--- src/rtl/cnn_pkg.sv ---
// Shared types for the 3x3 convolution datapath (window generator and conv core).
package cnn_pkg;

  localparam int CNN_DATA_WIDTH   = 8;
  localparam int CNN_NUM_CHANNELS = 3;

  typedef logic signed [CNN_DATA_WIDTH-1:0] pixel_t;
  typedef pixel_t pix_vec_t [CNN_NUM_CHANNELS];
  typedef pixel_t window_t [CNN_NUM_CHANNELS][3][3];

  typedef enum logic [1:0] {
    FILL  = 2'd0,
    RUN   = 2'd1,
    FLUSH = 2'd2
  } win_state_e;

endpackage

--- src/rtl/line_buffer.sv ---
// Single-channel line store, one sample per column. The read port is
// combinational so a sample can be read and overwritten at the same column
// in one cycle (read-before-write).
module line_buffer
  import cnn_pkg::*;
#(
  parameter int DATA_WIDTH = CNN_DATA_WIDTH,
  parameter int DEPTH      = 32,
  parameter int ADDR_W     = $clog2(DEPTH)
) (
  input  logic                         clk,
  input  logic                         wr_en,
  input  logic [ADDR_W-1:0]            addr,
  input  logic signed [DATA_WIDTH-1:0] wr_data,
  output logic signed [DATA_WIDTH-1:0] rd_data
);

  logic signed [DATA_WIDTH-1:0] mem_r [DEPTH];

  assign rd_data = mem_r[addr];

  // Store the incoming sample; contents are don't-care after reset.
  always_ff @(posedge clk) begin
    if (wr_en) begin
      mem_r[addr] <= wr_data;
    end
  end

endmodule

--- src/rtl/conv3x3_window_gen.sv ---
// Raster-order pixel stream to 3x3xNUM_CHANNELS sliding window ("valid"
// convolution, stride 1). Two line buffers per channel feed the upper rows
// of a per-channel 3x3 shift window.
module conv3x3_window_gen
  import cnn_pkg::*;
#(
  parameter int DATA_WIDTH   = CNN_DATA_WIDTH,
  parameter int NUM_CHANNELS = CNN_NUM_CHANNELS,
  parameter int IMG_WIDTH    = 32,
  parameter int IMG_HEIGHT   = 32
) (
  input  logic                         clk,
  input  logic                         rst,
  input  logic                         pix_valid,
  output logic                         pix_ready,
  input  logic signed [DATA_WIDTH-1:0] pix_in [0:NUM_CHANNELS-1],
  output logic signed [DATA_WIDTH-1:0] window [0:NUM_CHANNELS-1][0:2][0:2],
  output logic                         window_valid,
  output logic                         frame_done
);

  localparam int CW = $clog2(IMG_WIDTH);
  localparam int RW = $clog2(IMG_HEIGHT);
  localparam logic [CW-1:0] COL_LAST = CW'(IMG_WIDTH - 1);
  localparam logic [RW-1:0] ROW_LAST = RW'(IMG_HEIGHT - 1);
  localparam logic [CW-1:0] COL_TWO  = CW'(2);
  localparam logic [RW-1:0] ROW_ONE  = RW'(1);
  localparam logic [RW-1:0] ROW_TWO  = RW'(2);

  win_state_e state_r;
  win_state_e state_next_s;
  logic [CW-1:0] col_r;
  logic [RW-1:0] row_r;
  logic accept_s;
  logic col_last_s;
  logic fill_done_s;
  logic beat_last_s;
  logic win_hit_s;
  logic ready_next_s;
  logic pix_ready_r;
  logic window_valid_r;
  logic frame_done_r;
  logic signed [DATA_WIDTH-1:0] line1_s [NUM_CHANNELS];
  logic signed [DATA_WIDTH-1:0] line2_s [NUM_CHANNELS];
  logic signed [DATA_WIDTH-1:0] window_r [NUM_CHANNELS][3][3];

  assign accept_s    = pix_valid & pix_ready_r;
  assign col_last_s  = (col_r == COL_LAST);
  assign fill_done_s = accept_s & col_last_s & (row_r == ROW_ONE);
  assign beat_last_s = accept_s & col_last_s & (row_r == ROW_LAST) & (state_r == RUN);
  // Columns 0/1 would mix the tail of the previous line into the window.
  assign win_hit_s   = accept_s & (state_r == RUN) & (row_r >= ROW_TWO) & (col_r >= COL_TWO);

  // Line buffers: line1 holds the previous row, line2 the row before that.
  for (genvar g = 0; g < NUM_CHANNELS; g++) begin : g_chan
    line_buffer #(
      .DATA_WIDTH(DATA_WIDTH),
      .DEPTH     (IMG_WIDTH),
      .ADDR_W    (CW)
    ) u_line1 (
      .clk    (clk),
      .wr_en  (accept_s),
      .addr   (col_r),
      .wr_data(pix_in[g]),
      .rd_data(line1_s[g])
    );
    line_buffer #(
      .DATA_WIDTH(DATA_WIDTH),
      .DEPTH     (IMG_WIDTH),
      .ADDR_W    (CW)
    ) u_line2 (
      .clk    (clk),
      .wr_en  (accept_s),
      .addr   (col_r),
      .wr_data(line1_s[g]),
      .rd_data(line2_s[g])
    );
  end

  // Next-state and next pix_ready: FLUSH is a single stall cycle per frame.
  always_comb begin
    state_next_s = state_r;
    case (state_r)
      FILL: begin
        if (fill_done_s) state_next_s = RUN;
        else             state_next_s = FILL;
      end
      RUN: begin
        if (beat_last_s) state_next_s = FLUSH;
        else             state_next_s = RUN;
      end
      FLUSH:   state_next_s = FILL;
      default: state_next_s = FILL;
    endcase
    ready_next_s = (state_next_s != FLUSH);
  end

  // State register and registered ready (held low through reset).
  always_ff @(posedge clk or posedge rst) begin
    if (rst) begin
      state_r     <= FILL;
      pix_ready_r <= 1'b0;
    end else begin
      state_r     <= state_next_s;
      pix_ready_r <= ready_next_s;
    end
  end

  // Raster position of the next beat; wraps to (0,0) after the last pixel.
  always_ff @(posedge clk or posedge rst) begin
    if (rst) begin
      col_r <= {CW{1'b0}};
      row_r <= {RW{1'b0}};
    end else if (accept_s) begin
      if (col_last_s) begin
        col_r <= {CW{1'b0}};
        row_r <= (row_r == ROW_LAST) ? {RW{1'b0}} : row_r + RW'(1);
      end else begin
        col_r <= col_r + CW'(1);
      end
    end
  end

  // Output pulses, one cycle after the qualifying accept.
  always_ff @(posedge clk or posedge rst) begin
    if (rst) begin
      window_valid_r <= 1'b0;
      frame_done_r   <= 1'b0;
    end else begin
      window_valid_r <= win_hit_s;
      frame_done_r   <= beat_last_s;
    end
  end

  // Shift each window row left and load the new right column.
  always_ff @(posedge clk or posedge rst) begin
    if (rst) begin
      for (int c = 0; c < NUM_CHANNELS; c++)
        for (int i = 0; i < 3; i++)
          for (int j = 0; j < 3; j++)
            window_r[c][i][j] <= {DATA_WIDTH{1'b0}};
    end else if (accept_s) begin
      for (int c = 0; c < NUM_CHANNELS; c++) begin
        for (int i = 0; i < 3; i++) begin
          window_r[c][i][0] <= window_r[c][i][1];
          window_r[c][i][1] <= window_r[c][i][2];
        end
        window_r[c][0][2] <= line2_s[c];
        window_r[c][1][2] <= line1_s[c];
        window_r[c][2][2] <= pix_in[c];
      end
    end
  end

  assign pix_ready    = pix_ready_r;
  assign window_valid = window_valid_r;
  assign frame_done   = frame_done_r;
  assign window       = window_r;

endmodule

--- config.mk ---
export PLATFORM = sky130hd
export DESIGN_NAME = conv3x3_window_gen
export DESIGN_NICKNAME = d
export VERILOG_FILES = /design/src/rtl/cnn_pkg.sv /design/src/rtl/line_buffer.sv /design/src/rtl/conv3x3_window_gen.sv
export SDC_FILE = /design/constraint.sdc
export NUM_CORES = 2
export LEC_CHECK = 0
export CAP_MARGIN = 15
export CORE_ASPECT_RATIO = 1.4
export CORE_MARGIN = 2
export CORE_UTILIZATION = 60
export CTS_CLUSTER_SIZE = 8
export DETAILED_ROUTE_END_ITERATION = 10
export MAX_ROUTING_LAYER = met4
export PLACE_DENSITY = 0.79
export SLEW_MARGIN = 0
export SYNTH_ARGS = -nofsm -noshare
export SYNTH_HDL_FRONTEND = slang
export SYNTH_SLANG_ARGS = --single-unit
export TNS_END_PERCENT = 10
--- constraint.sdc ---
create_clock -name clk -period 23.7 [get_ports clk]
set_input_delay 3.555 -clock clk [delete_from_list [all_inputs] [get_ports clk]]
set_output_delay 3.555 -clock clk [all_outputs]
set_load 0.005 [all_outputs]
==> results.cfg <==
[run_status]
outcome = complete, no violations

[cts]
hold_buffers = 0
cts.sinks = 1766
cts.path.max_buffers = 3
clk_latency_ps = 840
path_clk_slew_ps = 50
ctsResizeCount = 0
cts_buffers = 239
post-cts-setup-buffers = 0
root_buffer = clkbuf_16
h-tree-depth = 4
cts_tree = built

[timing]
worstMarginPinSlew_ps = 1240
setup_ws_ps = 17290
skew_ps = 46.6
setup_viol = 0
final_max_slew_viol_count = 0
hold_violations = 0
hold-worst-slack_ps = 468
rsz0062_at_grt = no
fin_tns_setup_ps = 0
post-route-min-period_ps = 6410
clock.fmax_ghz = 0.156
relSlewSlack = 0.167
finalCritPeriodShare = 0.271

[worst_setup_path]
cp_max_fo = 127
worst_r2r_startpoint = col_r[1]
r2r_slack_ps = 17290
crit_path_max_incr_delay_ps = 1020
cp.arrival_ps = 6700
worst_path_max_delay_cell = dfrtp_4
crit_buf_inv = 3
start_kind = register
ff2ff_path_depth = 7
required_ps = 23980
critical_path.most_common_cell = buf_4
r2r_end = g_chan[0].u_line2.mem_r[30][7]
crit_path_cell_trace = buf_12, buf_4, buf_4, mux2i_1, o22ai_1, nor4_1, nand2_1
cp_top_family = buffers and inverters
endpoint_kind = register
path_class = register to register

[synth]
ys_seq_area_frac = 0.773
synth_cell_type_count = 50
synth-edff-count = 1536
ys_warn_count = 0
syn_area_sq_um = 67100
syn-num-nets = 3839
syn_inst = 3803
ys_seq_elements = 1766
synthArstFlopShare = 0.130
synth_top_flop_cell = edfxtp_1
postSynthAreaPerCell_sq_um = 17.6

[min_path]
min_from = window[65]
hold_depth = 2
whs_endpoint = window[65]
hold_path.class = register to register

[cells_and_area]
area_growth_pct = 17.0
fin_util = 0.706
final_nets = 4215
finalNonFillerCells = 5851
drive_above_1_share = 0.134

[drt]
drt-total-wl_mm = 176
drc = 0
ant_nets = 0
wire_per_inst_microns = 30.1
vias = 38133
drt_iter0_drc = 5646
drt-vias-per-instance = 6.52
drt-pass1-iter-count = 6

[floorplanning]
start_util = 0.603
dieHeight_microns = 400
ioPinCount = 246
dieWidth_microns = 287
core_area_sq_um = 111000
die_area_sq_um = 115000
std_cell_rows = 145

[place]
hpwl_mm = 101
place.gp.congestion = 0.868
pre_cts_slack_ps = 16710
io_buffers = 245
place_inst = 5398

[grt]
antenna_found_initial = 2
grt_pass1_wl_mm = 253
grt_pass1_vias = 37226
use_met3 = 0.0641
grtUsageMet1 = 0.402
grt_usage = 0.317
grt_busiest_layer = met2
overflow = 0
grt_max_degree = 128
grtUsageMet2 = 0.501

[job]
cap_violations = 0

[power_and_ir_drop]
p_leak_nw = 27.6
peakVddDrop_v = 0.000109
power_density_nw_per_um2 = 128
[cells in the mapped netlist, drive strengths merged (4+ instances only)]
master	count	area [sq um]
a222oi	24	240
nand4b	4	68.8
buf	136	868
ha	9	113
nand3	5	25.0
clkbuf	81	304
mux2i	483	4830
a221oi	14	154
nor2	107	402
edfxtp	1536	46100
nand2	541	2030
nor3	19	100
dfrtp	230	5760
nor4	58	363
nand4bb	6	67.6
mux4	118	2660
a31oi	48	300
inv	12	45.0
a22oi	21	158
o22ai	219	1370
mux2	37	417
or4b	4	40.0
o21ai	32	160
a22o	25	219
[through the flow]
stage | cell area [sq um] | power, mW
6_report | 78500 | 10.0
5_1_grt | 78500 | 10.3
4_1_cts | 78300 | 9.92
3_5_place_dp | 71300 | 6.77
3_3_place_gp | 71300 | 6.69
2_1_floorplan | 67100 | 5.65
[state kept, by name, indices dropped and copies added (netlist names)]
| signal | cells |
|---|---|
| col_r | 5 |
| frame_done | 1 |
| g_chan.u_line1.mem_r | 768 |
| g_chan.u_line2.mem_r | 768 |
| pix_ready | 1 |
| row_r | 5 |
| state_r | 1 |
| window | 216 |
| window_valid | 1 |
[cells in the final DEF, fill, tap and decap left out, types with 4 or more instances in the layout]
| cell type | count |
|---|---|
| a221oi_1 | 9 |
| a221oi_2 | 5 |
| a222oi_1 | 24 |
| a22o_1 | 25 |
| a22oi_1 | 21 |
| a31oi_1 | 48 |
| buf_16 | 7 |
| buf_2 | 11 |
| buf_4 | 94 |
| clkbuf_1 | 185 |
| clkbuf_16 | 242 |
| clkdlybuf4s50_1 | 235 |
| clkinv_16 | 4 |
| clkinv_8 | 4 |
| dfrtp_1 | 228 |
| edfxtp_1 | 1536 |
| ha_1 | 9 |
| inv_1 | 11 |
| mux2_2 | 37 |
| mux2i_1 | 483 |
| mux4_2 | 118 |
| nand2_1 | 540 |
| nand3_1 | 5 |
| nand4bb_2 | 4 |
| nor2_1 | 75 |
| nor2_4 | 32 |
| nor3_1 | 18 |
| nor4_1 | 58 |
| o21ai_0 | 26 |
| o21ai_1 | 6 |
| o22ai_1 | 219 |
[power by group]
group,switching [mW],internal [mW]
registers,0.215,4.13
logic,1.64,0.899
clock network,1.25,1.90
[worst max path at each step]
stage / startpoint / to / cells after the start
finish: col_r[1] / g_chan[0].u_line2.mem_r[30][7] / 7
global placement: pix_valid / g_chan[2].u_line1.mem_r[7][6] / 5
global route: col_r[1] / g_chan[0].u_line2.mem_r[28][7] / 7
detailed placement: pix_valid / g_chan[1].u_line1.mem_r[7][7] / 5
CTS: col_r[1] / g_chan[1].u_line2.mem_r[25][7] / 7
floorplan: rst / col_r[0] / 1
[per-layer routing]
| metal | up-vias | part of all wire |
|---|---|---|
| met5 | - | 0 |
| met4 | 0 | 0.045 |
| met3 | 434 | 0.11 |
| met2 | 2667 | 0.50 |
| met1 | 19345 | 0.35 |
| li1 | 15687 | - |
[worst min-delay path, cell delays in order, from the launching register on]
cell and delay (ps):
dfrtp_1 330, nand2_1 50, nand2_1 50
[final cells by class]
cell class / instances / area (sq um)
antenna: 2 / 5.00
clock inverter: 13 / 251
multi-input combinational: 1808 / 14300
fill: 6369 / 32700
inverter: 12 / 52.6
clock buffer: 428 / 6760
sequential: 1766 / 51900
timing repair buffer: 352 / 3400
tap: 1470 / 1840
[logic make-up (layout without fill, tap and decap cells)]
logic type,Yosys count,count (layout),synth area share
multiplexers,638,638,0.118
buffers and inverters,229,805,0.0181
adder cells (fa/ha/maj),9,9,0.00168
AND/OR/NAND/NOR,771,771,0.0495
flip-flops,1766,1766,0.773
AO/OA/AOI/OAI,390,390,0.0395
other,0,2,0
Note: power is estimated with default switching activity, not from simulation.
